`src/rtl/trivium_pkg.sv`:
```
// Shared Trivium constants: state geometry, tap positions (1-based s(i)) and the
// keystream FSM encoding used by the round logic and the keystream stage.
package trivium_pkg;

    localparam int STATE_W = 288;
    localparam int KEY_W   = 80;
    localparam int IV_W    = 80;

    // Register boundaries: A = s1..s93, B = s94..s177, C = s178..s288
    localparam int REG_A_END = 93;
    localparam int REG_B_END = 177;
    localparam int REG_C_END = 288;

    localparam int TAP_T1_A     = 66;
    localparam int TAP_T1_B     = 93;
    localparam int TAP_T1_AND_A = 91;
    localparam int TAP_T1_AND_B = 92;
    localparam int TAP_T1_FB    = 171;
    localparam int TAP_T2_A     = 162;
    localparam int TAP_T2_B     = 177;
    localparam int TAP_T2_AND_A = 175;
    localparam int TAP_T2_AND_B = 176;
    localparam int TAP_T2_FB    = 264;
    localparam int TAP_T3_A     = 243;
    localparam int TAP_T3_B     = 288;
    localparam int TAP_T3_AND_A = 286;
    localparam int TAP_T3_AND_B = 287;
    localparam int TAP_T3_FB    = 69;

    typedef enum logic [1:0] {
        ST_IDLE = 2'd0,
        ST_GEN  = 2'd1,
        ST_HOLD = 2'd2
    } ks_state_e;

    // Reads s(idx) from a state vector stored as vec[idx-1]
    function automatic logic tap(input logic [STATE_W-1:0] vec, input int idx);
        return vec[idx-1];
    endfunction

endpackage

```
`src/rtl/trivium_keystream_if.sv`:
```
// Load + keystream handshake bundle between the init stage, the keystream
// stage (master) and the keystream consumer (slave).
interface trivium_keystream_if #(
    parameter int W     = 8,
    parameter int LEN_W = 16
);
    import trivium_pkg::*;

    logic                load;
    logic [STATE_W-1:0]  state_in;
    logic [LEN_W-1:0]    len;
    logic [W-1:0]        ks_data;
    logic                ks_valid;
    logic                ks_ready;
    logic                busy;
    logic                done;

    modport master (
        input  load, state_in, len, ks_ready,
        output ks_data, ks_valid, busy, done
    );

    modport slave (
        output load, state_in, len, ks_ready,
        input  ks_data, ks_valid, busy, done
    );

endinterface

```
`src/rtl/trivium_round.sv`:
```
// One combinational Trivium update step; shared by the init engine and the
// keystream stage so both use the same round definition.
module trivium_round
    import trivium_pkg::*;
(
    input  logic [STATE_W-1:0] state_in,
    output logic [STATE_W-1:0] state_out,
    output logic               z
);

    logic t1_s;
    logic t2_s;
    logic t3_s;
    logic t1_fb_s;
    logic t2_fb_s;
    logic t3_fb_s;

    assign t1_s = tap(state_in, TAP_T1_A) ^ tap(state_in, TAP_T1_B);
    assign t2_s = tap(state_in, TAP_T2_A) ^ tap(state_in, TAP_T2_B);
    assign t3_s = tap(state_in, TAP_T3_A) ^ tap(state_in, TAP_T3_B);

    assign z = t1_s ^ t2_s ^ t3_s;

    assign t1_fb_s = t1_s ^ (tap(state_in, TAP_T1_AND_A) & tap(state_in, TAP_T1_AND_B))
                          ^ tap(state_in, TAP_T1_FB);
    assign t2_fb_s = t2_s ^ (tap(state_in, TAP_T2_AND_A) & tap(state_in, TAP_T2_AND_B))
                          ^ tap(state_in, TAP_T2_FB);
    assign t3_fb_s = t3_s ^ (tap(state_in, TAP_T3_AND_A) & tap(state_in, TAP_T3_AND_B))
                          ^ tap(state_in, TAP_T3_FB);

    // Each register shifts toward higher s(i); feedback enters at its first cell
    assign state_out = {state_in[REG_C_END-2:REG_B_END], t2_fb_s,
                        state_in[REG_B_END-2:REG_A_END], t1_fb_s,
                        state_in[REG_A_END-2:0],         t3_fb_s};

endmodule

```
`src/rtl/trivium_keystream.sv`:
```
// Trivium keystream stage: runs the round once per cycle from a loaded state,
// packs bits LSB-first into W-bit words and delivers len words over valid/ready.
module trivium_keystream
    import trivium_pkg::*;
#(
    parameter int W     = 8,
    parameter int LEN_W = 16
) (
    input  logic                clk,
    input  logic                reset,
    trivium_keystream_if.master bus
);

    localparam int BITCNT_W = (W > 1) ? $clog2(W) : 1;
    localparam logic [BITCNT_W-1:0] LAST_BIT = BITCNT_W'(W - 1);

    ks_state_e              state_r;
    ks_state_e              state_nxt_s;
    logic [STATE_W-1:0]     cipher_r;
    logic [STATE_W-1:0]     cipher_nxt_s;
    logic [W-1:0]           word_r;
    logic [W-1:0]           word_nxt_s;
    logic [BITCNT_W-1:0]    bitcnt_r;
    logic [BITCNT_W-1:0]    bitcnt_nxt_s;
    logic [LEN_W-1:0]       remaining_r;
    logic [LEN_W-1:0]       remaining_nxt_s;
    logic [W-1:0]           ks_data_r;
    logic [W-1:0]           ks_data_nxt_s;
    logic                   ks_valid_r;
    logic                   ks_valid_nxt_s;
    logic                   busy_r;
    logic                   busy_nxt_s;
    logic                   done_r;
    logic                   done_nxt_s;
    logic [STATE_W-1:0]     round_state_s;
    logic                   round_z_s;

    trivium_round u_round (
        .state_in  (cipher_r),
        .state_out (round_state_s),
        .z         (round_z_s)
    );

    // Next-state and datapath decode; load overrides whatever the FSM is doing
    always_comb begin
        state_nxt_s     = state_r;
        cipher_nxt_s    = cipher_r;
        word_nxt_s      = word_r;
        bitcnt_nxt_s    = bitcnt_r;
        remaining_nxt_s = remaining_r;
        ks_data_nxt_s   = ks_data_r;
        ks_valid_nxt_s  = ks_valid_r;
        done_nxt_s      = 1'b0;

        if (bus.load) begin
            cipher_nxt_s    = bus.state_in;
            remaining_nxt_s = bus.len;
            bitcnt_nxt_s    = {BITCNT_W{1'b0}};
            word_nxt_s      = {W{1'b0}};
            ks_valid_nxt_s  = 1'b0;
            if (bus.len != {LEN_W{1'b0}}) begin
                state_nxt_s = ST_GEN;
            end else begin
                state_nxt_s = ST_IDLE;
                done_nxt_s  = 1'b1;
            end
        end else begin
            case (state_r)
                ST_IDLE: begin
                    state_nxt_s = ST_IDLE;
                end
                ST_GEN: begin
                    cipher_nxt_s           = round_state_s;
                    word_nxt_s[bitcnt_r]   = round_z_s;
                    if (bitcnt_r == LAST_BIT) begin
                        ks_data_nxt_s   = word_nxt_s;
                        ks_valid_nxt_s  = 1'b1;
                        remaining_nxt_s = remaining_r - LEN_W'(1);
                        bitcnt_nxt_s    = {BITCNT_W{1'b0}};
                        state_nxt_s     = ST_HOLD;
                    end else begin
                        bitcnt_nxt_s    = bitcnt_r + BITCNT_W'(1);
                    end
                end
                ST_HOLD: begin
                    // Cipher state stays frozen here; only the handshake advances
                    if (bus.ks_ready) begin
                        ks_valid_nxt_s = 1'b0;
                        if (remaining_r != {LEN_W{1'b0}}) begin
                            state_nxt_s = ST_GEN;
                        end else begin
                            state_nxt_s = ST_IDLE;
                            done_nxt_s  = 1'b1;
                        end
                    end else begin
                        state_nxt_s = ST_HOLD;
                    end
                end
                default: begin
                    state_nxt_s    = ST_IDLE;
                    ks_valid_nxt_s = 1'b0;
                end
            endcase
        end
    end

    assign busy_nxt_s = (state_nxt_s != ST_IDLE);

    // FSM state register
    always_ff @(posedge clk or negedge reset) begin
        if (!reset) begin
            state_r <= ST_IDLE;
        end else begin
            state_r <= state_nxt_s;
        end
    end

    // Cipher state, word assembly, counters and registered outputs
    always_ff @(posedge clk or negedge reset) begin
        if (!reset) begin
            cipher_r    <= {STATE_W{1'b0}};
            word_r      <= {W{1'b0}};
            bitcnt_r    <= {BITCNT_W{1'b0}};
            remaining_r <= {LEN_W{1'b0}};
            ks_data_r   <= {W{1'b0}};
            ks_valid_r  <= 1'b0;
            busy_r      <= 1'b0;
            done_r      <= 1'b0;
        end else begin
            cipher_r    <= cipher_nxt_s;
            word_r      <= word_nxt_s;
            bitcnt_r    <= bitcnt_nxt_s;
            remaining_r <= remaining_nxt_s;
            ks_data_r   <= ks_data_nxt_s;
            ks_valid_r  <= ks_valid_nxt_s;
            busy_r      <= busy_nxt_s;
            done_r      <= done_nxt_s;
        end
    end

    assign bus.ks_data  = ks_data_r;
    assign bus.ks_valid = ks_valid_r;
    assign bus.busy     = busy_r;
    assign bus.done     = done_r;

endmodule

```
`src/flat_wrapper.sv`:
```
// flat-port wrapper written by rule: the top's interface ports become plain ports
module trivium_keystream_flat import trivium_pkg::*;
#(
    parameter int W     = 8,
    parameter int LEN_W = 16
)
  (clk, reset, bus_load, bus_state_in, bus_len, bus_ks_ready, bus_ks_data, bus_ks_valid, bus_busy, bus_done);
  trivium_keystream_if #(.W(W), .LEN_W(LEN_W)) bus_i ();
  input  logic clk;
  input  logic reset;
  input wire logic [$bits(bus_i.load)-1:0] bus_load;
  input wire logic [$bits(bus_i.state_in)-1:0] bus_state_in;
  input wire logic [$bits(bus_i.len)-1:0] bus_len;
  input wire logic [$bits(bus_i.ks_ready)-1:0] bus_ks_ready;
  output wire logic [$bits(bus_i.ks_data)-1:0] bus_ks_data;
  output wire logic [$bits(bus_i.ks_valid)-1:0] bus_ks_valid;
  output wire logic [$bits(bus_i.busy)-1:0] bus_busy;
  output wire logic [$bits(bus_i.done)-1:0] bus_done;
  assign bus_i.load = bus_load;
  assign bus_i.state_in = bus_state_in;
  assign bus_i.len = bus_len;
  assign bus_i.ks_ready = bus_ks_ready;
  assign bus_ks_data = bus_i.ks_data;
  assign bus_ks_valid = bus_i.ks_valid;
  assign bus_busy = bus_i.busy;
  assign bus_done = bus_i.done;
  trivium_keystream #(.W(W), .LEN_W(LEN_W)) u_core (.clk(clk), .reset(reset), .bus(bus_i));
endmodule
```
`config.mk`:
```
export PLATFORM = sky130hd
export DESIGN_NAME = trivium_keystream_flat
export DESIGN_NICKNAME = d
export VERILOG_FILES = /design/src/rtl/trivium_pkg.sv /design/src/rtl/trivium_keystream_if.sv /design/src/rtl/trivium_round.sv /design/src/rtl/trivium_keystream.sv /design/src/flat_wrapper.sv
export SDC_FILE = /design/constraint.sdc
export NUM_CORES = 1
export LEC_CHECK = 0
export BUFFER_PORTS_ARGS = -buffer_cell sky130_fd_sc_hd__buf_2
export CORE_MARGIN = 5
export CORE_UTILIZATION = 57
export DETAILED_ROUTE_END_ITERATION = 6
export PLACE_DENSITY_LB_ADDON = 0.2
export SLEW_MARGIN = 15
export SYNTH_ARGS = -nofsm -noshare
export SYNTH_HDL_FRONTEND = slang
export SYNTH_HIERARCHICAL = 1
export SYNTH_SLANG_ARGS = --single-unit
```
`constraint.sdc`:
```
create_clock -name clk -period 2.9 [get_ports clk]
set_input_delay 0.58 -clock clk [delete_from_list [all_inputs] [get_ports clk]]
set_output_delay 0.58 -clock clk [all_outputs]
set_load 0.01 [all_outputs]
```
After elaboration in Yosys (flattened, before gate mapping)
Index checks and enable logic that the tools add are counted.
{ "word_totals": {"out_inout_bits": 11, "inputBits": 308, "word_cells": 72, "reg_bits": 328} }
{ "classes": {"eq_ne": 6, "n_bitwise": 15, "n_mux": 28, "n_lt_le_gt_ge": 2, "reduce_logical": 10, "addsub": 2} }
{ "ops": {"columns": ["op", "count"], "rows": [
  ["$mux W288", 2],
  ["$mux W16", 3],
  ["$reduce_bool A16 Y1", 2],
  ["$mux W8", 2],
  ["$sub A16 B1 Y16 const B", 1],
  ["$mux W1", 11],
  ["$xor A1 B1 Y1", 11],
  ["$mux W3", 3],
  ["$bwmux W8", 1],
  ["$mux W2", 3],
  ["$reduce_and A3 Y1", 2],
  ["$reduce_bool A2 Y1", 3],
  ["$lt A3 B4 Y1 const B", 1],
  ["$pmux W2 S2", 1],
  ["$add A3 B1 Y3 const B", 1],
  ["$and A1 B1 Y1", 3],
  ["$demux W1 S3", 1],
  ["$eq A3 B3 Y1 const B", 1],
  ["$ge A3 B1 Y1 const B", 1],
  ["$ne A3 B2 Y1 const B", 1],
  ["$ne A3 B3 Y1 const B", 1],
  ["$pmux W1 S3", 1],
  ["$eq A2 B1 Y1 const B", 1],
  ["$eq A2 B2 Y1 const B", 1],
  ["other kinds (5)", 5]
]} }

Depth between registers and ports, before layout
Gate-level depths: netlist of run 1.
{ "depth": {"word_depth": 7, "depth_mapped": 8, "ltp_nobuf": 6} }

Cells and area by module
Netlist of run 1, hierarchy kept.
{ "by_module_without_submodules": {"columns": ["module", "area_per_inst_um2", "seq_area_each_um2", "cells_each", "n_inst"], "rows": [
  ["trivium_keystream", 15073.2, 8207.9, 1471, 1],
  ["trivium_round", 2308.5, 0.0, 298, 1]
]} }

Worst setup path before layout of run 1
Ideal clock, no wire load.
{ "synth_timing": {"kind": "reg2reg", "start": "reg u_core.remaining_r[3]", "end": "reg u_core.remaining_r[15]", "path_slack_ns": 0.660, "arrival_time_ns": 2.158, "setup_time_ns": 0.082, "period_less_slack_ns": 2.240, "n_path_buf": 1, "stages_incl_launch_ff": 6, "t_required_ns": 2.818, "cell_sequence": "dfrtp_1 or4_4 buf_6 or4b_4 or4_1 a31oi_1"} }
{ "synth_via": {"elab_chain_len": 4} }
{ "synth_rtl": {"columns": ["element", "line_no", "text"], "rows": [
  ["start: declaration", "trivium_keystream.sv:25", "logic [LEN_W-1:0] remaining_r;"],
  ["start signal: assignment", "trivium_keystream.sv:124", "remaining_r <= {LEN_W{1'b0}};"],
  ["start signal: assignment", "trivium_keystream.sv:133", "remaining_r <= remaining_nxt_s;"],
  ["$sub A16 B1 Y16", "trivium_keystream.sv:78", "remaining_nxt_s = remaining_r - LEN_W'(1);"],
  ["$mux W16", "trivium_keystream.sv:75", "if (bitcnt_r == LAST_BIT) begin"],
  ["$mux W16", "trivium_keystream.sv:68", "case (state_r)"],
  ["$mux W16", "trivium_keystream.sv:55", "if (bus.load) begin"]
]} }
No other way between the ends. The select of a mux whose other input is x is not followed.
A chain may end at the register's enable or synchronous reset.

Worst setup path in the final report of run 1
{ "layout_timing": {"start": "reg u_core.remaining_r[9]", "end": "reg u_core.remaining_r[15]"} }
The elaborated chain is that of the path after synthesis.

==> metrics, run 1 <==
RSZ-0062 raised after global routing no; fin nets slightly above 2000; Rel. slew slack a little under half; reg-to-reg startpoint u_core/remaining_r[9]; R2R Setup Slk 610 ps; CTS hold repair buffers 0; Worst Reg-to-Reg Cells 4; CP Launch Type flop; most common cell after layout, fill and taps aside dfrtp_1; DIE WIDTH 185 um; Starting Density between 50 and 60%; GPL Wtd Cong just over 0.8; Req. time, crit path ~3300 ps; first-pass GRT wire length 56.2 mm; count of cell types in the netlist between 40 and 50; vias ~11000; Rows 64; period utilization 79.0%; Core Box Area 30300 um^2; ys flop type dfrtp_1; Num Clock Sinks about 330; clk buf depth 3; Post-Route WL 34.7 mm; Least-Margin Pin Slew 815 ps; drt pass-1 iters 5; Tot Pwr 11.5 mW; r2r endpoint u_core/remaining_r[15]; CTS tree built; HPWL after DPL 24.2 mm; Tmin final between 2000 and 2500 ps; share of synthesized registers carrying an async set or reset 100%; die area 34100 um^2; commonest non-fill, non-tap cells in the layout dfrtp_1 (328), buf_2 (316), nand2_1 (316); cell leakage power 9.43 nW; Post-DRT Antenna Nets 0; clock skew roughly 9.3 ps; Final Setup Violations 0; post-DR wirelength/cell 16.0 um; clock latency on the worst-skew pair ~500 ps; Global Route Usage Sum 19.9%; Max VDD drop 0.501 mV; Root Driver clkbuf_16; Die Y 185 um; CP endpoint kind flop; Yosys reg bits between 300 and 400; Remaining Overflow, GRT 0; synthesized cell area 17400 um^2; crit path kind flop to flop; status completed; initial antenna violation count 13; CTS HTree Levels 2; proportion of synthesized chip area in sequential cells 47.2%; Pwr Density 624 nW/um^2; vias in the first global route 11400; clock slew at reported path FFs 60 ps; CTS buffer count 36; placed insts 2107; FMAX 0.436 GHz; drt drc 0; EDFF count, synth 0; max-slew violation count 0; Synthesized Nets 2083; I/O pin count 319; Area Overhead vs Synth 5.67%; Via-to-Cell Ratio 5.21; final hold violation count 0; Port Buffers between 300 and 400; postcts setup bufs 0; setup total negative slack 0 ps; DR iter-0 viols approximately 700; worst-path fanout max 5; layout cell share with drive strength beyond 1 22.4%; Resized Gates After CTS 0; Post-Synthesis Cells 1769; post-route insts no fill roughly 2200; pin count of the biggest net entering global routing ~240; synthesis warning total 6; Syn Area/Cell ~9.8 um^2; crit path DAT 2720 ps; hold crit path type input pin to asynchronous set/reset pin; Max-cap violations 0
metal layers:
layer	vias to the layer above	GRT usage (%)	wire length, um
li1	5655	-	-
met1	5325	28.2	15500
met2	258	30.7	16200
met3	61	4.60	2140
met4	12	6.11	812
met5	-	0	68
critical path, cell delays in order, from the launching register on:
cell     delay (ps)
dfrtp_1         400
or4_1           610
or4b_4          560
or4_1           480
a31oi_1         170
power by group:
group | leakage [nW] | switching (mW) | internal (mW)
sequential | 4.01 | 0.301 | 5.08
clock | 0.552 | 1.71 | 2.67
combinational | 4.86 | 0.873 | 0.820
total | 9.43 | 2.88 | 8.57
synth_stat cells, types with 3 or more instances:
library cell  instances  area [um^2]
a211oi_1             10         75.1
a21oi_1               4         20.0
a31oi_1               3         18.8
buf_1                10         37.5
buf_4               288         2160
clkbuf_1             99          372
dfrtp_1             328         8210
ha_1                  6         75.1
inv_1                 6         22.5
mux2i_1             297         2970
nand2_1             316         1190
nand2b_1              3         18.8
nand3_1               4         20.0
nand3b_1              4         30.0
nor2_1               22         82.6
nor2b_1               3         18.8
nor3_1                5         25.0
nor4_1                9         56.3
o21ai_0             306         1530
xnor2_1              10         87.6
xor3_1                3         71.3
stage by stage:
stage | setup slack [ps] | utilization (%) | cell area [um^2] | hold slack [ps]
finish | 609 | 60.5 | 18400 | 33.6
global route | 399 | 60.5 | 18400 | 65.7
CTS | 614 | 60.5 | 18300 | 46.2
detailed placement | 602 | 56.8 | 17200 | 470
global placement | 633 | 56.8 | 17200 | 463
floorplan | 660 | - | 17400 | 284
area by class of cell:
cell class,count,area [um^2]
flip-flops and latches,328,8210
repair buffers,341,1920
well taps,396,495
fillers,2576,12000
inverters,7,26.3
diodes,8,20.0
clock buffers,52,1050
clock inverters,4,70.1
multi-input cells,1035,6570
flip-flops by register name, summed over array words and instances (netlist names):
register / cells
u_core/cipher_r: 288
u_core/bus.busy: 1
u_core/bitcnt_r: 3
u_core/word_r: 8
u_core/state_r: 2
u_core/bus.done: 1
u_core/remaining_r: 16
u_core/bus.ks_valid: 1
u_core/bus.ks_data: 8
how the worst max path moves through the flow:
stage                          start                     end  slack (ps)
2_1_floorplan  u_core/remaining_r[3]  u_core/remaining_r[15]         660
3_3_place_gp   u_core/remaining_r[9]  u_core/remaining_r[15]         630
3_5_place_dp   u_core/remaining_r[9]  u_core/remaining_r[15]         600
4_1_cts        u_core/remaining_r[9]  u_core/remaining_r[15]         610
5_1_grt           u_core/bitcnt_r[0]   u_core/remaining_r[6]         400
6_report       u_core/remaining_r[9]  u_core/remaining_r[15]         610
kinds of logic after synthesis:
family          count (synthesis)  synth area share, %
simple gates                  380                 8.93
buf+inv                       406                 15.0
mux                           297                 17.1
compound gates                336                 10.0
xor+xnor                       16                 1.23
fa+ha+maj                       6                0.432
flops                         328                 47.2
No activity file was read; power rests on OpenSTA's default activity.
==> inputs of run 2 (changes only) <==
- clock period: 2.9 -> 2.2 ns (I/O delays scaled with it)
==> metrics, run 2 (synthesis gave the netlist of run 1 again) <==
Pwr Density 815 nW/um^2 (+31%); final hold violation count 0 (unchanged); top sig layer met5; crit path kind flop to flop; layout cell share with drive strength beyond 1 23.4% (+0.95 points); max-slew violation count 0 (unchanged); hold crit path type input pin to flop; Final Setup Violations 0 (unchanged); setup total negative slack 0 ps (unchanged); CTS buffer count 37 (+2.8%); Post-DRT Antenna Nets 0 (unchanged); Psw 3.88 mW (+35%); RSZ-0062 raised after global routing yes; GPL Wtd Cong 0.839 (+0.98%); drt pass-1 iters 5 (unchanged); Starting Density 57.3% (unchanged); post-DR wirelength/cell 16.3 um (+2.2%); Port Buffers 318 (unchanged); final hold slack 137 ps (+103 ps); Via-to-Cell Ratio 5.28 (+1.4%); max reg flops 288 (unchanged); fin nets 2085 (+1.1%); Reg with most FFs u_core/cipher_r; post-route cell area 18500 um^2 (+0.99%); CP Launch Type flop; Least-Margin Pin Slew 539 ps (-276 ps); Post-Route WL 35.7 mm (+2.9%); Reg power frac 46.9% (about the same); HPWL after DPL 24.9 mm (+3.2%); DP Area 17400 um^2 (+1.2%); clk buf depth 3 (unchanged); drt drc 0 (unchanged); DIE WIDTH 185 um (unchanged); Post-Place Worst Slack 29.7 ps (-572 ps); I/O pin count 319 (unchanged); logic gate share of total power 15.2% (+0.4 points); Rel. slew slack 64.1% (+18 points); Num Clock Sinks 328 (unchanged); pin count of the biggest net entering global routing 132 (-44%); vias 11600 (+2.1%); first-pass GRT wire length 57.7 mm (+2.6%); worst-path fanout max 4 (-1); cell leakage power 9.54 nW (+1.2%); internal power 11.2 mW (+31%); clock share of power 37.8% (-0.4 points); met2 WL post-DR 16.5 mm (+2.3%); Max-cap violations 0 (unchanged); commonest non-fill, non-tap cells in the layout dfrtp_1 (328), buf_2 (316), nand2_1 (316); Req. time, crit path 2630 ps (-700 ps); Global Route Usage Sum 20.4% (+0.52 points); crit path DAT 2570 ps (-150 ps); Rows 64 (unchanged); DR iter-0 viols 552 (-22%); Max VDD drop 0.497 mV (-0.76%); switching share of power 25.7% (+0.50 points); CTS HTree Levels 2 (unchanged); Core Box Area 30300 um^2 (unchanged); clock slew at reported path FFs 60 ps (about the same); FMAX 0.467 GHz (+6.9%); period utilization 97.4% (+18 points); initial antenna violation count 9 (-4); die area 34100 um^2 (unchanged); placed insts 2127 (+0.95%); Remaining Overflow, GRT 0 (unchanged); post-route insts no fill 2187 (+0.74%); Met3 Wirelength 2.36 mm (+10%); clock latency on the worst-skew pair 510 ps (about the same); Tot Pwr 15.1 mW (+32%); Die Y 185 um (unchanged); status completed; Largest regs u_core/cipher_r (288), u_core/remaining_r (16); most common cell after layout, fill and taps aside dfrtp_1; Area Overhead vs Synth 6.71%; clock skew 17.5 ps (+8.20 ps); CP endpoint kind flop; CTS tree built; M1 WL 15.8 mm (+1.6%); Final Worst Setup Slack 57.1 ps (-552 ps); vias in the first global route 11700 (+2.3%); Tmin final 2140 ps (-148 ps); Core Util, Final 61.1% (+0.60 points); Root Driver clkbuf_16
run 2: cell count changes in the layout (fill, tap and decap cells not counted), sizes merged:
cell         delta
dlygate4sd3     +1
bufinv          -1
buf            +20
diode           -6
clkinvlp        +1
clkinv          +1
run 2: power by group through the flow:
stage,sequential [mW],clock [mW],combinational (mW)
3_5_place_dp,7.19,0,2.31
2_1_floorplan,7.08,0,2.36
5_1_grt,7.18,6.12,2.60
3_3_place_gp,7.17,0,2.26
6_report,7.09,5.72,2.30
4_1_cts,7.09,5.87,2.33
run 2: per-layer routing:
layer,track usage (%),vias up
li1,-,5693
met1,28.9,5461
met2,31.8,302
met3,4.84,80
met4,5.87,16
met5,0,-
run 2: worst paths after layout:
path | slack, ps | startpoint | cells past startpoint | end
min in group asynchronous | 460 | reset | 2 | u_core/cipher_r[220]
max reg2reg | 60 | u_core/remaining_r[8] | 4 | u_core/remaining_r[15]
max in group asynchronous | 1020 | reset | 3 | u_core/cipher_r[255]
min reg2reg | 530 | u_core/bus.ks_data[5] | 2 | u_core/bus.ks_data[5]
max | 60 | u_core/remaining_r[8] | 4 | u_core/remaining_r[15]
min | 140 | bus_state_in[92] | 3 | u_core/cipher_r[92]
run 2: cell type report:
cell class	count	area, um^2
timing repair buffer	362	2130
fill	2586	11800
clock buffer	52	1050
sequential	328	8210
inverter	7	26.3
multi-input combinational	1035	6580
clock inverter	5	52.6
antenna	2	5.00
tap	396	495
run 2: what timing repair did:
| action | 4_1_cts | 5_1_grt |
|---|---|---|
| setup endpoints to repair | 0 | 1 |
| gates resized for setup | 0 | 1 |
| setup buffers | 0 | 0 |
| endpoints found under the hold margin | 47 | 0 |
| hold buffers | 1 | 0 |
run 2: worst max-delay path: stages, from the launching register on:
cell and delay [ps]:
dfrtp_1 400, or4_4 530, or4b_4 540, or4_1 470
a31oi_1 130
==> inputs of run 3 (changes only) <==
- MAX_ROUTING_LAYER: unset -> met4
==> metrics, run 3 (synthesis gave the netlist of run 1 again) <==
GPL Wtd Cong 0.852 (+1.6%); Area Overhead vs Synth 6.82%; postcts setup bufs 0 (unchanged); Tmin final 2150 ps (+4.83 ps); Req. time, crit path 2630 ps (about the same); clk buf depth 3 (unchanged); Post-DRT Antenna Nets 0 (unchanged); fin nets 2085 (unchanged); Rel. slew slack 64.0% (-0.084 points); Largest regs u_core/cipher_r (288), u_core/remaining_r (16); Port Buffers 318 (unchanged); initial antenna violation count 9 (unchanged); WP buf/inv 0 (unchanged); RSZ-0062 raised after global routing yes; CTS tree built; Starting Density 57.3% (unchanged); Core Box Area 30300 um^2 (unchanged); final hold slack 138 ps (+0.978 ps); Reg with most FFs u_core/cipher_r; Rows 64 (unchanged); CP Cell Sequence or4_4 -> or4b_4 -> or4_1 -> a31oi_1; clock latency on the worst-skew pair 510 ps (about the same); Max-cap violations 0 (unchanged); Max VDD drop 0.499 mV (+0.45%); post-route cell area 18600 um^2 (+0.11%); drt pass-1 iters 5 (unchanged); Filler cells 2585 (-0.039%); Crit path max-delay family simple AND/OR/NAND/NOR gates; FMAX 0.466 GHz (-0.22%); max reg flops 288 (unchanged); Core Util, Final 61.2% (+0.066 points); most common cell after layout, fill and taps aside dfrtp_1; post-DR wirelength/cell 16.3 um (-0.36%); Final Worst Setup Slack 52.3 ps (-4.83 ps); drt drc 0 (unchanged); cell leakage power 9.54 nW (about the same); Num Clock Sinks 328 (unchanged); Post-Place Worst Slack 29.7 ps (unchanged); crit path DAT 2580 ps (about the same); CP endpoint kind flop; pin count of the biggest net entering global routing 132 (unchanged); clock slew at reported path FFs 60 ps (about the same); CTS buffer count 37 (unchanged); max-slew violation count 0 (unchanged); CTS HTree Levels 2 (unchanged); slowest stage delay, CP 540 ps (about the same); I/O pin count 319 (unchanged); setup total negative slack 0 ps (unchanged); DIE WIDTH 185 um (unchanged); commonest non-fill, non-tap cells in the layout dfrtp_1 (328), buf_2 (316), nand2_1 (316); HPWL after DPL 24.9 mm (unchanged); Least-Margin Pin Slew 540 ps (+1.25 ps); vias in the first global route 11700 (unchanged); vias 11500 (-0.061%); CP Launch Type flop; Global Route Usage Sum 21.0% (+0.64 points); Post-Route WL 35.7 mm (about the same); DP Area 17400 um^2 (unchanged); final hold violation count 0 (unchanged); Remaining Overflow, GRT 0 (unchanged); Via-to-Cell Ratio 5.26 (-0.42%); die area 34100 um^2 (unchanged); period utilization 97.6% (+0.22 points); crit path kind flop to flop; layout cell share with drive strength beyond 1 23.4% (unchanged); hold crit path type input pin to flop; Root Driver clkbuf_16; worst-path fanout max 4 (unchanged); first-pass GRT wire length 57.7 mm (+0.11%); Die Y 185 um (unchanged); DR iter-0 viols 616 (+12%); Final Setup Violations 0 (unchanged); clock skew 19.5 ps (+2.00 ps); status completed; Pwr Density 814 nW/um^2 (about the same); CP max-delay cell or4_4
run 3: cell types whose count changed in the layout (fill, tap and decap cells not counted), sizes merged:
| cell | delta |
|---|---|
| diode | +8 |
run 3: timing repair:
action,CTS,global route
hold endpoints to repair,47,0
hold buffers,1,0
setup endpoints to repair,0,1
gates resized for setup,0,1
run 3: area by class of cell:
cell class,instances,area (um^2),share of cell area [%]
flip-flops and latches,328,8210,44.2
repair buffers,362,2130,11.5
well taps,396,495,2.67
clock buffers,52,1050,5.67
clock inverters,5,52.6,0.283
inverters,7,26.3,0.142
multi-input cells,1035,6580,35.4
diodes,10,25.0,0.135
run 3: final timing paths:
kind                                           to  cells past startpoint  slack [ps]                  start
max                        u_core/remaining_r[15]                      4          50  u_core/remaining_r[9]
min                           u_core/cipher_r[92]                      3         140       bus_state_in[92]
max reg2reg                u_core/remaining_r[15]                      4          50  u_core/remaining_r[9]
min reg2reg                 u_core/bus.ks_data[6]                      2         530  u_core/bus.ks_data[6]
max in group asynchronous    u_core/cipher_r[255]                      3        1020                  reset
min in group asynchronous    u_core/cipher_r[220]                      2         450                  reset
run 3: tightest hold or removal path: cells and delay by family:
kind                   cells  cell delay [ps]
buffers and inverters      1               80
AO/OA/AOI/OAI              1               50
AND/OR/NAND/NOR            1               40
run 3: metal layers:
layer	global-route usage (%)	wire, um
met1	29.2	15800
met2	31.7	16600
met3	4.42	2400
met4	5.87	911
met5	-	0
run 3: power by group:
group          switching (mW)  leakage, nW  total, mW  internal [mW]
registers               0.390         4.01       7.09           6.70
logic                    1.18         4.98       2.30           1.12
clock network            2.32        0.542       5.73           3.41
total                    3.89         9.54       15.1           11.2
run 3: through the flow:
| step | cells | power (mW) |
|---|---|---|
| final | 2195 | 15.1 |
| after global routing | 2194 | 15.9 |
| after CTS | 2185 | 15.3 |
| after detailed placement | 2127 | 9.51 |
| after global placement | 2127 | 9.43 |
| after floorplan | 1769 | 9.44 |
